==> src/rtl/iob_plic_claim_agent.sv <==
// iob_plic_claim_agent: services one PLIC target. It claims the pending ID over IOb,
// hands the ID to a local consumer, waits for the consumer's done pulse, writes the ID
// back to complete it, and then idles for a short settling interval before it samples
// irq again.
module iob_plic_claim_agent #(
  parameter int unsigned          ADDR_W       = 16,
  parameter int unsigned          DATA_W       = 32,
  parameter int unsigned          ID_W         = 7,
  parameter logic [ADDR_W-1:0]    CLAIM_ADDR   = '0,
  parameter int unsigned          REARM_CYCLES = 2,
  parameter int unsigned          CNT_W        = 16
) (
  input  logic                  clk,
  input  logic                  rst,
  input  logic                  irq,
  output logic                  valid,
  output logic [ADDR_W-1:0]     address,
  output logic [DATA_W-1:0]     wdata,
  output logic [DATA_W/8-1:0]   wstrb,
  input  logic [DATA_W-1:0]     rdata,
  input  logic                  ready,
  output logic                  id_valid,
  output logic [ID_W-1:0]       id,
  input  logic                  id_ready,
  input  logic                  done,
  output logic                  busy,
  output logic [CNT_W-1:0]      spurious_cnt
);

  typedef enum logic [2:0] {
    S_IDLE,
    S_CLAIM,
    S_DISPATCH,
    S_SERVICE,
    S_COMPLETE,
    S_REARM
  } state_t;

  localparam logic [7:0] REARM_LD = 8'(REARM_CYCLES);

  state_t               state_q,  state_d;
  logic                 valid_q,  valid_d;
  logic [DATA_W/8-1:0]  wstrb_q,  wstrb_d;
  logic [DATA_W-1:0]    wdata_q,  wdata_d;
  logic                 idv_q,    idv_d;
  logic [ID_W-1:0]      id_q,     id_d;
  logic                 busy_q;
  logic [CNT_W-1:0]     spur_q,   spur_d;
  logic [7:0]           rearm_q,  rearm_d;

  logic [ID_W-1:0]      rd_id;
  logic                 unused_rdata_hi;

  // Only the low ID_W bits of the claim register carry the ID.
  assign rd_id           = rdata[ID_W-1:0];
  assign unused_rdata_hi = ^rdata[DATA_W-1:ID_W];

  // Next-state logic for the claim / dispatch / complete sequence.
  always_comb begin
    state_d = state_q;
    valid_d = valid_q;
    wstrb_d = wstrb_q;
    wdata_d = wdata_q;
    idv_d   = idv_q;
    id_d    = id_q;
    spur_d  = spur_q;
    rearm_d = rearm_q;

    case (state_q)
      S_IDLE: begin
        if (irq && (rearm_q == '0)) begin
          state_d = S_CLAIM;
          valid_d = 1'b1;
          wstrb_d = '0;
        end
      end

      S_CLAIM: begin
        if (ready) begin
          valid_d = 1'b0;
          id_d    = rd_id;
          if (rd_id == '0) begin
            if (spur_q != '1) spur_d = spur_q + CNT_W'(1);
            rearm_d = REARM_LD;
            state_d = S_REARM;
          end else begin
            idv_d   = 1'b1;
            state_d = S_DISPATCH;
          end
        end
      end

      // A done that coincides with the ID handshake skips SERVICE entirely.
      S_DISPATCH: begin
        if (id_ready) begin
          idv_d = 1'b0;
          if (done) begin
            state_d = S_COMPLETE;
            valid_d = 1'b1;
            wstrb_d = '1;
            wdata_d = DATA_W'(id_q);
          end else begin
            state_d = S_SERVICE;
          end
        end
      end

      S_SERVICE: begin
        if (done) begin
          state_d = S_COMPLETE;
          valid_d = 1'b1;
          wstrb_d = '1;
          wdata_d = DATA_W'(id_q);
        end
      end

      S_COMPLETE: begin
        if (ready) begin
          valid_d = 1'b0;
          wstrb_d = '0;
          rearm_d = REARM_LD;
          state_d = S_REARM;
        end
      end

      S_REARM: begin
        rearm_d = rearm_q - 8'd1;
        if (rearm_q <= 8'd1) begin
          rearm_d = '0;
          state_d = S_IDLE;
        end
      end

      default: state_d = S_IDLE;
    endcase
  end

  // State and output registers; reset takes effect immediately.
  always_ff @(posedge clk or posedge rst) begin
    if (rst) begin
      state_q <= S_IDLE;
      valid_q <= 1'b0;
      wstrb_q <= '0;
      wdata_q <= '0;
      idv_q   <= 1'b0;
      id_q    <= '0;
      busy_q  <= 1'b0;
      spur_q  <= '0;
      rearm_q <= '0;
    end else begin
      state_q <= state_d;
      valid_q <= valid_d;
      wstrb_q <= wstrb_d;
      wdata_q <= wdata_d;
      idv_q   <= idv_d;
      id_q    <= id_d;
      busy_q  <= (state_d != S_IDLE);
      spur_q  <= spur_d;
      rearm_q <= rearm_d;
    end
  end

  assign valid        = valid_q;
  assign address      = CLAIM_ADDR;
  assign wdata        = wdata_q;
  assign wstrb        = wstrb_q;
  assign id_valid     = idv_q;
  assign id           = id_q;
  assign busy         = busy_q;
  assign spurious_cnt = spur_q;

endmodule

==> config.mk <==
export PLATFORM = sky130hd
export DESIGN_NAME = iob_plic_claim_agent
export DESIGN_NICKNAME = d
export VERILOG_FILES = /design/src/rtl/iob_plic_claim_agent.sv
export SDC_FILE = /design/constraint.sdc
export NUM_CORES = 1
export LEC_CHECK = 0
export ABC_CLOCK_PERIOD_IN_PS = 1850
export CAP_MARGIN = 30
export CORE_MARGIN = 2
export CORE_UTILIZATION = 38
export DETAILED_ROUTE_END_ITERATION = 10
export GPL_TIMING_DRIVEN = 0
export PLACE_DENSITY = 0.77
export SYNTH_ARGS = -nofsm -noshare
export SYNTH_HDL_FRONTEND = slang
export SYNTH_SLANG_ARGS = --single-unit
==> constraint.sdc <==
create_clock -name clk -period 1.85 [get_ports clk]
set_input_delay 0.37 -clock clk [delete_from_list [all_inputs] [get_ports clk]]
set_output_delay 0.37 -clock clk [all_outputs]
set_load 0.005 [all_outputs]
Word level (Yosys, flattened, before mapping)
Cells that the tools add are included.
- flip-flop bits (word level): 73
- bits of input ports: 38
- output and inout bits: 78
- logic and storage cells: 74
- add/subtract/negate cells: 2
- $lt $le $gt $ge: 1
- eq/ne operators: 13
- muxes and demuxes: 31
- reductions and logical operators: 18
- operators by type and width (kind ; count):
    2-to-1 mux 32 bit ; 2
    case mux 32 bit (2 select lines) ; 1
    2-to-1 mux 8 bit ; 4
    2-to-1 mux 3 bit ; 8
    case mux 8 bit (3 select lines) ; 1
    AND reduction 4 bit ; 5
    case mux 3 bit (6 select lines) ; 1
    adder 16 x 1 -> 16 bit, second input constant ; 1
    2-to-1 mux 4 bit ; 4
    != test 16 bit, second input constant ; 1
    case mux 4 bit (4 select lines) ; 1
    != test 2 bit, second input constant ; 6
    less-or-equal comparator 8 x 1 -> 1 bit, second input constant ; 1
    logical NOT 8 bit ; 1
    nonzero test 4 bit ; 2
    subtractor 8 x 1 -> 8 bit, second input constant ; 1
    logical NOT 7 bit ; 1
    2-to-1 mux 1 bit ; 7
    equality test 3 x 2 -> 1 bit, second input constant ; 2
    equality test 3 bit, second input constant ; 2
    nonzero test 3 bit ; 2
    case mux 1 bit (4 select lines) ; 1
    AND reduction 2 bit ; 2
    nonzero test 2 bit ; 2
    6 further kinds ; 6

Longest topological paths before layout
Gate-level depths: netlist of run 1.
- depth after elaboration: 5
- depth in mapped cells: 6
- gate-level depth less buffers: 6

Worst setup path after synthesis of run 1
Ideal clock, no wire load.
- kind: reg-to-reg
- start point: register rearm_q[0]
- end point: register rearm_q[2]
- setup time: 0.082 ns
- data arrival time: 1.910 ns
- data required time: 1.768 ns
- path slack: -0.142 ns
- cell stages (with the launch flop): 7
- path buffers: 0
- clock period less this slack: 1.992 ns
- cells stage by stage: dfrtp_1 -> inv_1 -> ha_1 -> or2_2 -> a31oi_1 -> or2b_2 -> a31oi_1
- word-level cells in the longest chain between the ends: 3
- elaborated cells between the ends (all ways): 4
- classes of those cells: 1 x add/sub; 1 x order compare; 2 x mux
- ends and longest elaborated chain (item ; RTL line ; source):
    from (decl) ; 49 ; logic [7:0] rearm_q, rearm_d;
    from (signal assigned) ; 159 ; rearm_q <= rearm_d;
    subtractor 8 x 1 -> 8 bit or less-or-equal comparator 8 x 1 -> 1 bit (tied branches) ; 127, 128 ;
    2-to-1 mux 8 bit * ; 128 ; if (rearm_q <= 8'd1) begin
    case mux 8 bit (3 select lines) * ; 69 ; case (state_q)
Every way passes the cells marked *; elsewhere a longest branch is shown, timed or not.
A chain may end at the register's enable or synchronous reset.

Final worst setup path of run 1
- start point: register spur_q[1] (netlist: spurious_cnt[1])
- end point: register spur_q[1] (netlist: spurious_cnt[1])
- word-level cells in the longest chain between the ends: 2
- elaborated cells between the ends (all ways): 3
- classes of those cells: 1 x add/sub; 1 x eq/ne; 1 x reduce/logical
- ends and longest elaborated chain (item ; RTL line ; source):
    from (decl) ; 48 ; logic [CNT_W-1:0] spur_q, spur_d;
    from (signal assigned) ; 158 ; spur_q <= spur_d;
    branches (longest 2 deep; another with adder 16 x 1 -> 16 bit) ; - ;
Several ways; the timed one is not identified.

==> impl_metrics.yaml, run 1 <==
clocking:
  clockBufferDepth: 2
  cts_hold_buf: 0
  cts_root_buf: "clkbuf_8"
  cts.htree.levels: 2
  tritoncts: "done"
  cts_sinks: 45
  numCtsBuffers: 5
  clk_pin_slew_worst_paths_ps: 80
  clock_latency_ps: 310
routing:
  via_count: 2125
  final_antenna_net_count: 0
  routedWlPerCell_microns: 13.4
  wl_mm: 5.89
  drt_iter0_drc: 127
  via_per_inst: 4.84
  drtPass1Iterations: 4
  drt_drc_violations_left: 0
floorplan:
  die_area_sq_um: 7430
  start_util_pct: 39.8
  core_sq_um: 6460
  die_x_microns: 86.2
  io_pins: 116
  rows: 29
  die_h_microns: 86.2
power_and_ir_drop:
  p_per_area_nw_per_um2: 483
  p_sw_w: 0.000428
  peakVddDrop_mv: 0.387
  pwr-share-comb_pct: 8.6
  sw_frac_of_total_pct: 24.4
  clkPwrFrac_pct: 35.4
  p_int_w: 0.00133
  finalPower_w: 0.00175
  seqPwrFrac_pct: 56.0
  p_leak_nw: 1.72
logic_synthesis:
  synth_area_sq_um: 2570
  ys_seq_elements: 45
  synth.area.top_cells: "dfrtp_1, buf_4, mux2_2"
  synth_top_area_share_pct: 43.8
  synth.distinct_cells: 47
  postSynthAreaPerCell_sq_um: 10.2
  ys.flop_type: "dfrtp_1"
  yosysWarnings: 0
  ys_seq_area_share_pct: 43.8
  syn_inst: 251
  synth_edf_count: 0
  synth_common_cells: "buf_4, dfrtp_1, mux2_2"
  synth_area_leader_cell: "dfrtp_1"
  synth.most_common_cell: "buf_4"
  async_flop_share_pct: 100
critical_path:
  r2r_slack_ps: -20
  crit_type: "flop to flop"
  cp_slowest_cell: "dfrtp_1"
  path_max_fanout: 6
  start_kind: "flop"
  endpoint_kind: "flop"
  cp_cell_sequence: "ha_2 > nand4_1 > nor4_4 > buf_4 > nor2_2 > mux2_2"
  worstPathArrival_ps: 2060
  max_stage_delay_ps: 420
  cp_data_required_time_ps: 2040
finish:
  diodes: 0
  area_growth_pct: 41.3
  final_area_sq_um: 3630
  layout-drive-gt1-share_pct: 30.4
  layout.nets: 403
grt:
  grt_pass1_wl_mm: 9.55
  grt_use_total_pct: 16.0
  antenna_found_initial: 0
  grt_max_degree: 40
  grt_use_met3_pct: 3.43
  overflow: 0
  top_usage_layer: "met2"
  grt_use_met1_pct: 21.3
  grt_pass1_vias: 2049
  met2_usage_pct: 26.2
run:
  max_cap_violations: 0
placement:
  hpwl_mm: 3.98
  place_congestion: 0.886
  numPortBuffers: 49
  dp_slack_ps: -514
  placed_area_sq_um: 3340
timing:
  rsz0062_at_grt: "yes"
  fin_worst_skew_ps: 15.0
  period_needed_ps: 1870
  fmax_mhz: 535
  fin_ws_ps: -20.5
  slew_viol_final: 0
  fin_hold_ws_ps: 278
  hold_violations: 0
  setup_viol: 1
  finalCritPeriodShare_pct: 101
  tns_ps: -20.5
outcome:
  status: "finished, violations left"
  violations: "setup timing"
hold_path:
  hp-class: "input pin to asynchronous set/reset pin"
[timing repair]
item                                    4_1_cts  5_1_grt
endpoints found under the setup margin       33       18
pin swaps                                     4        4
resized for setup                            19       10
setup buffers                                 7        6
[cell families after synthesis]
kind of cell	Yosys count	share of synthesized area, %
AND/OR/NAND/NOR	82	18.6
buffers and inverters	55	14.9
flip-flops	45	43.8
AO/OA/AOI/OAI	34	8.77
multiplexers	17	7.45
XOR/XNOR	13	4.43
adder cells (fa/ha/maj)	4	1.95
other	1	0.146
[critical path, delay by kind of cell, from the launching register on]
kind / cells / cell delay, ps
multiplexers: 1 / 260
adder cells (fa/ha/maj): 1 / 220
AND/OR/NAND/NOR: 3 / 670
flip-flops: 1 / 420
buffers and inverters: 1 / 190
[cell usage in the layout (no fill, tap or decap), types with 3 or more instances in the layout]
master	instances
mux2_2	17
nand3_1	13
xnor2_1	8
nand4_1	9
dlygate4sd2_1	4
nor3_1	5
xor2_1	5
and3_1	4
clkdlybuf4s50_1	44
nor2_1	9
clkbuf_8	5
buf_4	60
nand3b_1	3
a21oi_1	5
dfrtp_1	44
conb_1	41
or3_1	7
a211oi_1	3
o21ai_1	3
nand2_1	10
a31oi_1	4
o21ai_0	6
inv_1	5
[power by group through the flow]
stage / clock (W) / sequential, W / combinational (W)
global placement: 0 / 0.00100 / 0.000141
finish: 0.000621 / 0.000983 / 0.000150
floorplan: 0 / 0.00100 / 0.000102
CTS: 0.000626 / 0.000983 / 0.000146
detailed placement: 0 / 0.00100 / 0.000147
global route: 0.000683 / 0.000983 / 0.000167
[through the flow]
stage / util, % / std cells
global route: 56.2 / 439
detailed placement: 51.7 / 418
CTS: 55.0 / 433
finish: 56.2 / 439
floorplan: - / 291
global placement: 51.4 / 417
[area by class of cell]
cell class	count	area, sq um
clock inverter	3	17.5
timing repair buffer	63	606
clock buffer	5	68.8
buffer	49	363
inverter	6	22.5
tap	77	96.3
sequential	45	1130
fill	558	2830
multi-input combinational	191	1330
[state kept, by name, summed over array words and instances (netlist names)]
| signal | flops |
|---|---|
| spurious_cnt | 16 |
| rearm_q | 8 |
| wstrb | 1 |
| state_q | 3 |
| busy | 1 |
| wdata | 7 |
| id | 7 |
| id_valid | 1 |
| valid | 1 |
[final timing paths]
kind	start	to	cells after the start
worst max-delay path	spurious_cnt[1]	spurious_cnt[1]	6
worst min-delay path	rst	spurious_cnt[1]	2
worst max register to register	spurious_cnt[1]	spurious_cnt[1]	6
worst min register to register	wdata[6]	wdata[6]	1
max in group asynchronous	rst	spurious_cnt[0]	3
min in group clk	rdata[2]	id[2]	2
[layer usage]
layer | up-vias | routed length [microns] | share of wire [%]
li1 | 1028 | - | -
met1 | 999 | 2550 | 43
met2 | 84 | 2810 | 48
met3 | 14 | 405 | 6.9
met4 | 0 | 119 | 2.0
met5 | - | 0 | 0
No activity file was read; power rests on OpenSTA's default activity.
==> inputs of run 2 (changes only) <==
Settings changed: CTS_CLUSTER_SIZE set to 28, PLACE_DENSITY 0.77 to 0.84.
==> run 2 against run 1 <==
Net effect:
- the flow still finishes with violations (setup timing)
- clock power up 23%
- critical endpoint is now spurious_cnt[3]
- first-iteration DRC count down 6.3%
- combinational power about the same
- non-clock buffer count up 2
- sequential power about the same
- utilization up 0.89 points
- largest cell class unchanged
==> impl_metrics.yaml, run 2 (synthesis gave the netlist of run 1 again) <==
outcome:
  status: "finished, violations left"
  violations: "setup timing"
placement:
  placed_area_sq_um: 3340
  hpwl_mm: 4.26
  dp.cells: 418
  numPortBuffers: 49
  place_congestion: 0.882
floorplan:
  die_area_sq_um: 7430
  rows: 29
  start_util_pct: 39.8
  die_x_microns: 86.2
  die_h_microns: 86.2
  io_pins: 116
  core_sq_um: 6460
routing:
  drt_drc_violations_left: 0
  wl_mm: 6.21
  via_count: 2180
  via_per_inst: 4.94
  drt_iter0_drc: 119
  drtPass1Iterations: 4
  final_antenna_net_count: 0
  routedWlPerCell_microns: 14.1
timing:
  rsz0062_at_grt: "yes"
  slew_headroom_pct: 61.6
  hold_violations: 0
  slew_viol_final: 0
  fin_worst_skew_ps: 12.1
  finalCritPeriodShare_pct: 103
  setup_viol: 5
  period_needed_ps: 1910
  tightestPinTransition_ps: 571
  fin_ws_ps: -62.2
  fmax_mhz: 523
grt:
  grt_max_degree: 36
  grt_pass1_wl_mm: 9.60
  grt_use_total_pct: 15.9
  grt_pass1_vias: 2138
  overflow: 0
  antenna_found_initial: 0
critical_path:
  crit_family: "simple AND/OR/NAND/NOR gates"
  worstPathArrival_ps: 2090
  r2r_slack_ps: -60
  critPathBufInv: 1
  crit_type: "flop to flop"
  cp-endpoint: "spurious_cnt[3]"
  endpoint_kind: "flop"
  rr_worst_depth: 6
  reg2reg_to: "spurious_cnt[3]"
  cp_slowest_cell: "nor4_4"
  critical_path_depth: 6
  path_max_fanout: 5
  cp_cell_sequence: "ha_2 > nand4_1 > nor4_4 > buf_4 > nor3_1 > xor2_1"
  startpoint: "spurious_cnt[1]"
  max_stage_delay_ps: 510
  start_kind: "flop"
  cp_data_required_time_ps: 2030
  r2r_start: "spurious_cnt[1]"
clocking:
  cts.htree.levels: 2
  cts_root_buf: "clkbuf_8"
  clock_latency_ps: 310
  cts_hold_buf: 0
  tritoncts: "done"
  numCtsBuffers: 5
  clockBufferDepth: 2
  clk_pin_slew_worst_paths_ps: 90
  cts_sinks: 45
run:
  max_cap_violations: 0
power_and_ir_drop:
  peakVddDrop_mv: 0.506
  p_leak_nw: 1.75
  p_per_area_nw_per_um2: 515
finish:
  final_util_pct: 57.1
  final_area_sq_um: 3690
  layout.nets: 405
  n_fill_cell: 543
  largest_register_ffs: 16
  regArea_sq_um: 1130
  mostFrequentLayoutCells: "buf_4, dfrtp_1, clkdlybuf4s50_1, conb_1, mux2_2"
  layout.cells.non_filler: 441
  layout-drive-gt1-share_pct: 31.0
  final_common_cell: "buf_4"
  diodes: 0
  multi_input_area_sq_um: 1340
  area_growth_pct: 43.5
hold_path:
  hp-class: "input pin to asynchronous set/reset pin"
-- run 2: how the worst min path moves through the flow --
stage               start          to  slack (ps)  cells after the start
2_1_floorplan  rearm_q[7]  rearm_q[7]         470                      1
3_3_place_gp     wdata[5]    wdata[5]         490                      1
3_5_place_dp     wdata[0]    wdata[0]         500                      1
4_1_cts               rst  rearm_q[7]         340                      2
5_1_grt               rst  rearm_q[7]         350                      2
6_report              rst  rearm_q[6]         320                      2
-- run 2: final cells by class --
| cell class | count | area share [%] |
|---|---|---|
| plain buffers | 49 | 9.84 |
| clock buffers | 5 | 1.87 |
| clock inverters | 3 | 1.26 |
| inverters | 6 | 0.611 |
| multi-input cells | 191 | 36.4 |
| flip-flops and latches | 45 | 30.5 |
| well taps | 77 | 2.61 |
| repair buffers | 65 | 16.9 |
-- run 2: timing repair --
| item | in CTS | in global routing |
|---|---|---|
| endpoints found under the setup margin | 36 | 25 |
| setup buffers | 5 | 10 |
| pin swaps | 3 | 13 |
| gates resized for setup | 15 | 17 |
| endpoints found under the hold margin | 0 | 0 |
-- run 2: layer usage --
metal  vias to the layer above  GRT usage (%)  routed length, microns
met3                        10           3.81                     352
met4                         0           5.68                      92
met2                        81           28.4                    3150
met5                         -              0                       0
li1                       1042              -                       -
met1                      1047           18.6                    2610
-- run 2: power by group --
part / total [W] / internal [W] / switching, W / leakage, nW
Clock: 0.000766 / 0.000404 / 0.000361 / 0.0543
Combinational: 0.000151 / 0.0000818 / 0.0000690 / 1.12
Sequential: 0.000983 / 0.000983 / 0 / 0.584
Total: 0.00190 / 0.00147 / 0.000430 / 1.75
-- run 2: through the flow --
| stage | setup WS, ps | total power [W] | hold slack [ps] | setup TNS, ps |
|---|---|---|---|---|
| after floorplan | 13.2 | 0.00110 | 471 | 0 |
| after global placement | -493 | 0.00114 | 490 | -35140 |
| after detailed placement | -496 | 0.00115 | 497 | -14270 |
| after CTS | 0.238 | 0.00191 | 337 | 0 |
| after global routing | -133 | 0.00198 | 354 | -806 |
| final | -62.2 | 0.00190 | 321 | -182 |
==> inputs of run 3 (changes only) <==
Settings changed: CTS_CLUSTER_DIAMETER set to 40.
==> results of run 3 <==
The final DEF is identical to that of run 2; final timing and power are the same.
